--- config.mk ---
export PLATFORM = sky130hd
export DESIGN_NAME = esdi_serial_engine
export DESIGN_NICKNAME = d
export VERILOG_FILES = /design/src/rtl/esdi_pkg.sv /design/src/rtl/esdi_sync.sv /design/src/rtl/esdi_serial_engine.sv
export SDC_FILE = /design/constraint.sdc
export NUM_CORES = 1
export LEC_CHECK = 0
export CAP_MARGIN = 20
export CELL_PAD_IN_SITES_DETAIL_PLACEMENT = 1
export CELL_PAD_IN_SITES_GLOBAL_PLACEMENT = 2
export CORE_ASPECT_RATIO = 0.75
export CORE_MARGIN = 8
export CORE_UTILIZATION = 37
export CTS_CLUSTER_SIZE = 24
export DETAILED_ROUTE_END_ITERATION = 10
export MAX_ROUTING_LAYER = met4
export PLACE_DENSITY_LB_ADDON = 0.2
export SETUP_SLACK_MARGIN = 0.4
export SLEW_MARGIN = 10
export SYNTH_ARGS = -nofsm -noshare
export SYNTH_HDL_FRONTEND = slang
export SYNTH_SLANG_ARGS = --single-unit
--- constraint.sdc ---
create_clock -name clk -period 4.7 [get_ports clk]
set_clock_uncertainty 0.1 [all_clocks]
set_input_delay 0.47 -clock clk [delete_from_list [all_inputs] [get_ports clk]]
set_output_delay 0.47 -clock clk [all_outputs]
set_load 0.03 [all_outputs]
--- src/rtl/esdi_pkg.sv ---
// esdi_pkg -- shared types and helpers for the ESDI serial command engine.
//   esdi_state_t : sequencing states of the engine
//   ESDI_WORD_W  : command/status word width
//   ESDI_FRAME_W : serial frame width (word plus one parity bit)
//   odd_parity() : parity bit that makes a word plus that bit hold an odd count of ones
package esdi_pkg;

  localparam int ESDI_WORD_W  = 16;
  localparam int ESDI_FRAME_W = 17;

  typedef enum logic [2:0] {
    IDLE      = 3'd0,
    CMD_SETUP = 3'd1,
    CMD_REQ   = 3'd2,
    CMD_REL   = 3'd3,
    RSP_REQ   = 3'd4,
    RSP_REL   = 3'd5,
    WAIT_CC   = 3'd6,
    FINISH    = 3'd7
  } esdi_state_t;

  function automatic logic odd_parity(input logic [ESDI_WORD_W-1:0] data);
    return ~(^data);
  endfunction

endpackage

--- src/rtl/esdi_sync.sv ---
// esdi_sync -- W-bit two-flop synchronizer for asynchronous ESDI pins.
//   clk, rst : block clock, asynchronous active-high reset (flops clear to 0)
//   d        : asynchronous inputs
//   q        : synchronized outputs, two clk cycles behind d
module esdi_sync #(
  parameter int W = 1
) (
  input  logic         clk,
  input  logic         rst,
  input  logic [W-1:0] d,
  output logic [W-1:0] q
);

  logic [W-1:0] meta;

  // Two-stage capture of the asynchronous inputs.
  always_ff @(posedge clk or posedge rst) begin
    if (rst) begin
      meta <= '0;
      q    <= '0;
    end else begin
      meta <= d;
      q    <= meta;
    end
  end

endmodule

--- src/rtl/esdi_serial_engine.sv ---
// esdi_serial_engine -- ESDI serial command/status handshake engine.
// Shifts a 17-bit command frame (word + odd parity) out on esdi_command_data
// with a REQ/ACK handshake per bit, reads back up to MAX_RSP 17-bit status
// frames from esdi_confstat_data, then waits for command complete.
// Ports:
//   clk, rst                 : clock, asynchronous active-high reset
//   cmd_valid/ready/word/rsp_cnt : host command interface
//   rsp_valid/word/perr      : received status word (one-cycle pulse)
//   done                     : end-of-sequence pulse (also on timeout)
//   err_timeout              : sticky timeout flag, cleared on next command
//   attention                : synchronized esdi_attention
//   esdi_*                   : ESDI serial interface pins
// Optional feature: define ESDI_PARITY_CHECK_EN to check status-frame parity
// (rsp_perr); otherwise rsp_perr is 0 and the parity bit is dropped.
module esdi_serial_engine
  import esdi_pkg::*;
#(
  parameter int CLK_DIV     = 4,
  parameter int TIMEOUT_CYC = 100000,
  parameter int MAX_RSP     = 4
) (
  input  logic                   clk,
  input  logic                   rst,
  input  logic                   cmd_valid,
  output logic                   cmd_ready,
  input  logic [ESDI_WORD_W-1:0] cmd_word,
  input  logic [2:0]             cmd_rsp_cnt,
  output logic                   rsp_valid,
  output logic [ESDI_WORD_W-1:0] rsp_word,
  output logic                   rsp_perr,
  output logic                   done,
  output logic                   err_timeout,
  output logic                   attention,
  output logic                   esdi_transfer_req,
  output logic                   esdi_command_data,
  input  logic                   esdi_transfer_ack,
  input  logic                   esdi_confstat_data,
  input  logic                   esdi_command_complete,
  input  logic                   esdi_attention
);

  localparam logic [7:0]  DIV_LAST  = 8'(CLK_DIV - 1);
  localparam logic [31:0] TMO_LAST  = 32'(TIMEOUT_CYC - 1);
  localparam logic [2:0]  MAX_RSP_V = 3'(MAX_RSP);

  esdi_state_t state, next_state;
  logic [3:0]  sync_q;
  logic        ack_s, cs_s, cc_s;
  logic [7:0]  div_cnt;
  logic [31:0] tmo_cnt;
  logic [4:0]  bit_cnt, rbit_cnt;
  logic [2:0]  rsp_left;
  logic [ESDI_FRAME_W-1:0] cmd_shift;
  logic [ESDI_WORD_W-1:0]  rsp_shift;
  logic        ack_armed, accept, in_wait, tmo_hit, hs_rise, word_done;
  logic        abort, perr_calc, req_d, done_d, ready_d;

  esdi_sync #(.W(4)) u_sync (
    .clk (clk),
    .rst (rst),
    .d   ({esdi_attention, esdi_command_complete, esdi_confstat_data, esdi_transfer_ack}),
    .q   (sync_q)
  );

  assign ack_s     = sync_q[0];
  assign cs_s      = sync_q[1];
  assign cc_s      = sync_q[2];
  assign attention = sync_q[3];

  assign esdi_command_data = cmd_shift[ESDI_FRAME_W-1];
  assign accept    = cmd_valid && cmd_ready;
  assign in_wait   = (state inside {CMD_REQ, CMD_REL, RSP_REQ, RSP_REL, WAIT_CC});
  assign tmo_hit   = in_wait && (tmo_cnt == TMO_LAST);
  // A handshake needs REQ up and an ACK that was seen low since the last one,
  // so a stuck-high ACK cannot complete a bit and ends in the timeout.
  assign hs_rise   = esdi_transfer_req && ack_s && ack_armed;
  assign word_done = (state == RSP_REL) && !ack_s && (rbit_cnt == 5'd17);

`ifdef ESDI_PARITY_CHECK_EN
  logic rsp_par;
  // Holds the received parity bit of the status frame in flight.
  always_ff @(posedge clk or posedge rst) begin
    if (rst) begin
      rsp_par <= 1'b0;
    end else if ((state == RSP_REQ) && hs_rise && (rbit_cnt == 5'd16)) begin
      rsp_par <= cs_s;
    end else begin
      rsp_par <= rsp_par;
    end
  end
  assign perr_calc = (odd_parity(rsp_shift) != rsp_par);
`else
  assign perr_calc = 1'b0;
`endif

  // State register.
  always_ff @(posedge clk or posedge rst) begin
    if (rst) begin
      state <= IDLE;
    end else begin
      state <= next_state;
    end
  end

  // Next-state logic; a successful handshake wins over a same-cycle timeout.
  always_comb begin
    next_state = state;
    abort      = 1'b0;
    case (state)
      IDLE: begin
        if (accept) next_state = CMD_SETUP;
        else        next_state = IDLE;
      end
      CMD_SETUP: begin
        if (div_cnt == DIV_LAST) next_state = CMD_REQ;
        else                     next_state = CMD_SETUP;
      end
      CMD_REQ: begin
        if (hs_rise)      next_state = CMD_REL;
        else if (tmo_hit) begin next_state = FINISH; abort = 1'b1; end
        else              next_state = CMD_REQ;
      end
      CMD_REL: begin
        if (!ack_s) begin
          if (bit_cnt == 5'd16) next_state = (rsp_left != 3'd0) ? RSP_REQ : WAIT_CC;
          else                  next_state = CMD_SETUP;
        end else if (tmo_hit) begin
          next_state = FINISH; abort = 1'b1;
        end else begin
          next_state = CMD_REL;
        end
      end
      RSP_REQ: begin
        if (hs_rise)      next_state = RSP_REL;
        else if (tmo_hit) begin next_state = FINISH; abort = 1'b1; end
        else              next_state = RSP_REQ;
      end
      RSP_REL: begin
        if (!ack_s) begin
          if ((rbit_cnt == 5'd17) && (rsp_left == 3'd1)) next_state = WAIT_CC;
          else                                           next_state = RSP_REQ;
        end else if (tmo_hit) begin
          next_state = FINISH; abort = 1'b1;
        end else begin
          next_state = RSP_REL;
        end
      end
      WAIT_CC: begin
        if (cc_s)         next_state = FINISH;
        else if (tmo_hit) begin next_state = FINISH; abort = 1'b1; end
        else              next_state = WAIT_CC;
      end
      FINISH:  next_state = IDLE;
      default: next_state = IDLE;
    endcase
  end

  // Output decode from the upcoming state, so the pins change on state entry.
  always_comb begin
    req_d   = 1'b0;
    done_d  = 1'b0;
    ready_d = 1'b0;
    case (next_state)
      IDLE:    ready_d = 1'b1;
      CMD_REQ: req_d   = 1'b1;
      // Status REQ rises only after CLK_DIV cycles in RSP_REQ, then holds.
      RSP_REQ: req_d   = (state == RSP_REQ) && (esdi_transfer_req || (div_cnt == DIV_LAST));
      FINISH:  done_d  = 1'b1;
      default: req_d   = 1'b0;
    endcase
  end

  // Registered handshake and status outputs.
  always_ff @(posedge clk or posedge rst) begin
    if (rst) begin
      esdi_transfer_req <= 1'b0;
      done              <= 1'b0;
      cmd_ready         <= 1'b1;
    end else begin
      esdi_transfer_req <= req_d;
      done              <= done_d;
      cmd_ready         <= ready_d;
    end
  end

  // Counters, shift registers and response bookkeeping.
  always_ff @(posedge clk or posedge rst) begin
    if (rst) begin
      div_cnt     <= 8'd0;
      tmo_cnt     <= 32'd0;
      ack_armed   <= 1'b0;
      cmd_shift   <= '0;
      bit_cnt     <= 5'd0;
      rbit_cnt    <= 5'd0;
      rsp_left    <= 3'd0;
      rsp_shift   <= '0;
      rsp_valid   <= 1'b0;
      rsp_word    <= '0;
      rsp_perr    <= 1'b0;
      err_timeout <= 1'b0;
    end else begin
      if (next_state != state)  div_cnt <= 8'd0;
      else if (div_cnt != 8'hFF) div_cnt <= div_cnt + 8'd1;

      if ((next_state != state) || !in_wait) tmo_cnt <= 32'd0;
      else                                   tmo_cnt <= tmo_cnt + 32'd1;

      if (!ack_s)       ack_armed <= 1'b1;
      else if (hs_rise) ack_armed <= 1'b0;

      rsp_valid <= 1'b0;

      if (accept) begin
        cmd_shift   <= {cmd_word, odd_parity(cmd_word)};
        rsp_left    <= (cmd_rsp_cnt > MAX_RSP_V) ? MAX_RSP_V : cmd_rsp_cnt;
        bit_cnt     <= 5'd0;
        rbit_cnt    <= 5'd0;
        err_timeout <= 1'b0;
      end

      // Zero is shifted in, so the data pin idles low after the last bit.
      if ((state == CMD_REL) && !ack_s) begin
        cmd_shift <= {cmd_shift[ESDI_FRAME_W-2:0], 1'b0};
        bit_cnt   <= bit_cnt + 5'd1;
      end

      if ((state == RSP_REQ) && hs_rise) begin
        if (rbit_cnt < 5'd16) rsp_shift <= {rsp_shift[ESDI_WORD_W-2:0], cs_s};
        rbit_cnt <= rbit_cnt + 5'd1;
      end

      if (word_done) begin
        rsp_valid <= 1'b1;
        rsp_word  <= rsp_shift;
        rsp_perr  <= perr_calc;
        rsp_left  <= rsp_left - 3'd1;
        rbit_cnt  <= 5'd0;
      end

      if (abort) begin
        err_timeout <= 1'b1;
        cmd_shift   <= '0;
      end
    end
  end

endmodule

---- After elaboration in Yosys (flattened, before gate mapping) ----
Cells that the tools add are included.
operators by class
  add/subtract/negate cells ............... 5
  $mul .................................... 0
  divide/modulo/power cells ............... 0
  $lt $le $gt $ge ......................... 2
  eq/ne operators ......................... 18
  shifts and indexed selects .............. 0
  multiplexer cells ....................... 42
  bitwise logic cells ..................... 1
  reduce and logical (&&, ||, !) cells .... 28
operators by type and width
  cell                                                                     count
  17-bit two-way mux                                                       3
  32-bit by 1-bit adder with 32-bit output, second input constant          1
  32-bit by 17-bit equality test with 1-bit output, second input constant  1
  32-bit two-way mux                                                       1
  3-bit two-way mux                                                        9
  3-bit one-hot mux with 8 select lines                                    1
  5-bit two-way mux                                                        4
  3-bit equality test, second input constant                               6
  8-bit two-way mux                                                        2
  16-bit XOR reduction                                                     1
  1-bit two-way mux                                                        14
  2-bit two-way mux                                                        6
  5-bit by 1-bit adder with 5-bit output, second input constant            2
  5-bit equality test, second input constant                               2
  1-bit logical AND                                                        10
  3-bit by 2-bit equality test with 1-bit output, second input constant    3
  3-bit nonzero test                                                       3
  8-bit by 1-bit adder with 8-bit output, second input constant            1
  8-bit by 2-bit equality test with 1-bit output, second input constant    1
  8-bit inequality test, second input constant                             1
  2-bit nonzero test                                                       4
  3-bit by 1-bit equality test with 1-bit output, second input constant    2
  3-bit zero test                                                          2
  5-bit < comparator, second input constant                                1
  12 further kinds                                                         15
storage, ports and cells
  register bits after elaboration ......... 119
  latch bits .............................. 0
  memory bits (writable) .................. 0
  memory bits (read-only) ................. 0
  input bits .............................. 26
  output and inout port bits .............. 24
  logic and storage cells ................. 113
  memories ................................ 0

---- Logic depth before layout (Yosys ltp) ----
  depth in word-level cells ............... 9
  gate-level depth with buffers ........... 10
  depth with buffers taken out ............ 9

---- By module ----
Synthesis repeated with hierarchy kept, for this count alone.
unflattened totals
  cell total of the unflattened synthesis .. 602
  area, all modules ....................... 5784.3 um^2
modules (own cells, without submodules)
  module              instances  cells each  area an instance (um^2)  sequential area each (um^2)
  esdi_serial_engine  1          593         5580.4                   2778.9
  esdi_sync           1          9           203.9                    200.2

---- Worst setup path before layout ----
Ideal clock, no wire load.
  path kind ............................... register to register
  start ................................... register cmd_ready
  end ..................................... register tmo_cnt[18]
  library setup time ...................... 0.119 ns
  arrival ................................. 2.130 ns
  data required time ...................... 4.481 ns
  setup slack ............................. 2.351 ns
  stages on the path, launching flop included .. 9
  buffers on the path ..................... 2
  clock period less this slack ............ 2.349 ns
  path through ............................ dfstp_2 > clkbuf_1 > a211oi_1 > a311o_2 > o2bb2ai_1 > o211ai_1 > a32oi_2 > buf_6 > nor2_1
between the ends
  word-level cells in the longest chain between the ends .. 6
ends and longest elaborated chain
  element                                RTL line                   RTL
  from (decl)                            esdi_serial_engine.sv:25   output logic cmd_ready,
  from (signal assigned)                 esdi_serial_engine.sv:182  cmd_ready <= ready_d;
  1-bit logical AND                      esdi_serial_engine.sv:71   assign accept = cmd_valid && cmd_ready;
  1-bit two-way mux                      esdi_serial_engine.sv:111  if (accept) next_state = CMD_SETUP;
  3-bit one-hot mux with 8 select lines  esdi_serial_engine.sv:109  case (state)
  3-bit inequality test                  esdi_serial_engine.sv:205  if ((next_state != state) || !in_wait) tmo_cnt <= 32'd0;
  1-bit logical OR                       esdi_serial_engine.sv:205
  32-bit two-way mux                     esdi_serial_engine.sv:205
  to (signal assigned)                   esdi_serial_engine.sv:206  else tmo_cnt <= tmo_cnt + 32'd1;
  to (decl)                              esdi_serial_engine.sv:50   logic [31:0] tmo_cnt;
Every way passes these cells.
A chain may end at the register's enable or synchronous reset.

---- Worst setup path in the final report ----
  start ................................... register rbit_cnt[0]
  end ..................................... register div_cnt[7]
between the ends
  word-level cells in the longest chain between the ends .. 7
  elaborated cells on any way between the ends .. 8
  those cells by class .................... eq/ne (2); mux (4); reduce/logical (2)
ends and longest elaborated chain
  element                                                  RTL line                   RTL
  from (decl)                                              esdi_serial_engine.sv:51   logic [4:0] bit_cnt, rbit_cnt;
  from (signal assigned)                                   esdi_serial_engine.sv:229  rbit_cnt <= rbit_cnt + 5'd1;
  5-bit equality test (*)                                  esdi_serial_engine.sv:140  if ((rbit_cnt == 5'd17) && (rsp_left == 3'd1)) next_state = WAIT_CC;
  1-bit logical AND (*)                                    esdi_serial_engine.sv:140
  2-bit two-way mux (*)                                    esdi_serial_engine.sv:140
  3-bit two-way mux (*)                                    esdi_serial_engine.sv:139  if (!ack_s) begin
  3-bit one-hot mux with 8 select lines (*)                esdi_serial_engine.sv:109
  3-bit inequality test (*)                                esdi_serial_engine.sv:202  if (next_state != state) div_cnt <= 8'd0;
  8-bit two-way mux or 2-bit nonzero test (tied branches)  -
  to (signal assigned)                                     esdi_serial_engine.sv:203  else if (div_cnt != 8'hFF) div_cnt <= div_cnt + 8'd1;
  to (decl)                                                esdi_serial_engine.sv:49   logic [7:0] div_cnt;
Every way passes the cells marked *; elsewhere a longest branch is shown, timed or not.

==> impl_metrics.toml <==
[outcome]
status = "complete, no violations"

[finish]
layout-drive-gt1-share_pct = 11.3
multi_input_area_mm2 = 0.00264
fillers = 1707
area_growth_pct = 21.6
n_antenna_cell = 0
post-route-cell-area_mm2 = 0.00705
nNetsFinal = 679
seq_area_mm2 = 0.00298
instances_no_fill = 862

[route]
drtAntennaViolNets = 0
drt-pass1-iter-count = 4
vias = 4460
drt-total-wl_um = 13900
via_per_inst = 5.17
drt_drc_violations_left = 0
drtIter0Drc = 265
wl_per_cell_um = 16.1

[timing]
rsz0062_at_grt = "no"
period_minus_slack_ns = 3.32
max_slew.worst_pin.slew_ns = 0.839
finalHoldViolations = 0
fmax_ghz = 0.302
setup-violations-final = 0
slew_headroom_pct = 43.6
final.setup.tns_ns = 0
drv_slew = 0
period_share_pct = 70.5

[hold_path]
hp-start = "u_sync.meta[2]"
hold_class = "reg2reg"

[power]
peakVddDrop_mv = 0.235
leakage_nw = 3.11
power.total_w = 0.00241
powerDensity_mw_per_mm2 = 342

[critical_path]
worstPathRequired_ns = 4.94
startpoint = "rbit_cnt[0]"
crit_arrival_ns = 3.55
crit_type = "reg2reg"
ff2ff_path_depth = 8
cp-start-kind = "flip-flop"
r2r_start = "rbit_cnt[0]"
critical_path.endpoint_type = "flip-flop"
r2r-end = "div_cnt[7]"
r2r_slack_ns = 1.38
crit_end = "div_cnt[7]"
crit_fanout = 24

[clocking]
cts_resized = 0
numCtsBuffers = 17
cts_root_buf = "clkbuf_16"
htree_levels = 4
post-cts-setup-buffer-count = 0
clockBufferDepth = 2
clock_latency_ns = 0.42
postCtsHoldBufs = 0
cts_sinks = 119
clk_pin_slew_ns = 0.06
cts_tree = "yes"

[die]
coreArea_mm2 = 0.0153
chipWidth_um = 161
io_pins = 50
die_y_um = 124
rows = 39
dieArea_mm2 = 0.0200
start_util_pct = 38.0

[place]
place_congestion = 0.791
portBuffers = 48
place.detailed.hpwl_um = 9460
dpl.cell_count = 829
dpl_cell_area_mm2 = 0.00645

[synth]
synth_most_common_cell = "dfrtp_1"
syn_nets = 630
syn_area_mm2 = 0.00580
synth_edf_count = 0
synthTopCellsByArea = "dfrtp_1, nand2_1, xnor2_1, nor2_1, mux2_2"
synth_top_area_share_pct = 50.9
ys_seq_area_share_pct = 51.4
synth_cell_types = 64
post_synth.cell_area_avg_um2 = 9.75
yosys.area.top_type = "dfrtp_1"
synth.top_cells.by_count = "dfrtp_1, nand2_1, nor2_1, a21oi_1, nand3_1"
synthArstFlopShare_pct = 100
ys_warn_count = 0
syn_inst = 595
synthFlopType = "dfrtp_1"
ys_ff_latch = 119

[global_routing]
grt_usage_pct = 15.1
antenna_found_initial = 0
grt_pass1_vias = 4710
grt_first_pass_wirelength_um = 23900
grt_max_degree = 59
grt.overflow.total = 0

[job]
max_cap_viol_count = 0
==> where the power goes <==
part / total, W / leakage [nW] / internal (W) / switching [W]
registers: 0.00103 / 1.56 / 0.00103 / 0.00000224
logic: 0.0000850 / 1.26 / 0.0000388 / 0.0000462
clock network: 0.00130 / 0.286 / 0.000790 / 0.000507
==> area by class of cell <==
type	instances	area share [%]
multi-input combinational	438	37.4
timing repair buffer	55	7.66
clock buffer	17	6.03
inverter	13	0.727
clock inverter	15	2.32
tap	205	3.64
sequential	119	42.2
==> through the flow <==
stage | util (%) | hold WS [ns] | worst slack [ns]
global placement | 42.2 | 0.233 | 1.51
finish | 46.2 | 0.252 | 1.38
global route | 46.2 | 0.268 | 1.13
CTS | 46.1 | 0.256 | 1.34
detailed placement | 42.2 | 0.244 | 1.37
floorplan | - | 0.231 | 0.974
==> state kept, by name, summed over array words and instances (netlist names), 3 cells and up <==
signal and cells:
cmd_shift 17, div_cnt 8, rsp_word 16, u_sync.meta 4, state 3, rsp_shift 16
rsp_left 3, rbit_cnt 5, bit_cnt 5, u_sync.q 4, tmo_cnt 32
==> worst min-delay path by stage <==
| stage | to | slack [ns] | cells after the start |
|---|---|---|---|
| finish | u_sync.q[2] | 0.25 | 0 |
| global route | u_sync.q[2] | 0.27 | 0 |
| CTS | u_sync.q[2] | 0.26 | 0 |
| detailed placement | u_sync.q[2] | 0.24 | 0 |
| global placement | u_sync.q[2] | 0.23 | 0 |
| floorplan | u_sync.q[0] | 0.23 | 0 |
==> per-layer routing <==
metal / global-route usage (%) / share of wire [%] / vias to the layer above
met5: - / 0 / -
met4: 3.95 / 0.91 / 0
met3: 4.62 / 3.9 / 10
met2: 22.6 / 45 / 63
met1: 19.7 / 50 / 2240
li1: - / - / 2147
==> cell usage in the layout, fill, tap and decap left out, types with 3 or more instances in the layout <==
cell / instances
a211oi_1: 4
a21oi_1: 40
and2_1: 4
and3_1: 7
and4_1: 8
buf_4: 6
clkbuf_16: 17
clkdlybuf4s50_1: 48
dfrtp_1: 118
ha_1: 9
inv_1: 11
inv_6: 7
mux2_2: 18
nand2_1: 92
nand2b_1: 4
nand3_1: 39
nand4_1: 8
nor2_1: 68
nor2b_1: 5
nor3_1: 9
nor4_1: 7
o211ai_1: 3
o21ai_0: 17
xnor2_1: 31
xor2_1: 21
==> worst max-delay path, stage by stage (launching register included) <==
cell      delay, ns
dfrtp_1        0.42
ha_1           0.20
and4bb_1       0.19
or3b_1         0.68
inv_2          0.40
a32o_1         0.33
a211oi_2       0.36
mux2_4         0.39
nor3b_2        0.18
==> logic make-up after synthesis <==
logic type | Yosys count | synth area share (%)
flops | 119 | 51.4
other cells | 1 | 0.0647
fa+ha+maj | 10 | 2.11
buf+inv | 38 | 3.19
mux | 21 | 4.10
simple gates | 270 | 22.4
xor+xnor | 52 | 7.85
compound gates | 84 | 8.91
(Power assumes the default switching activity.)
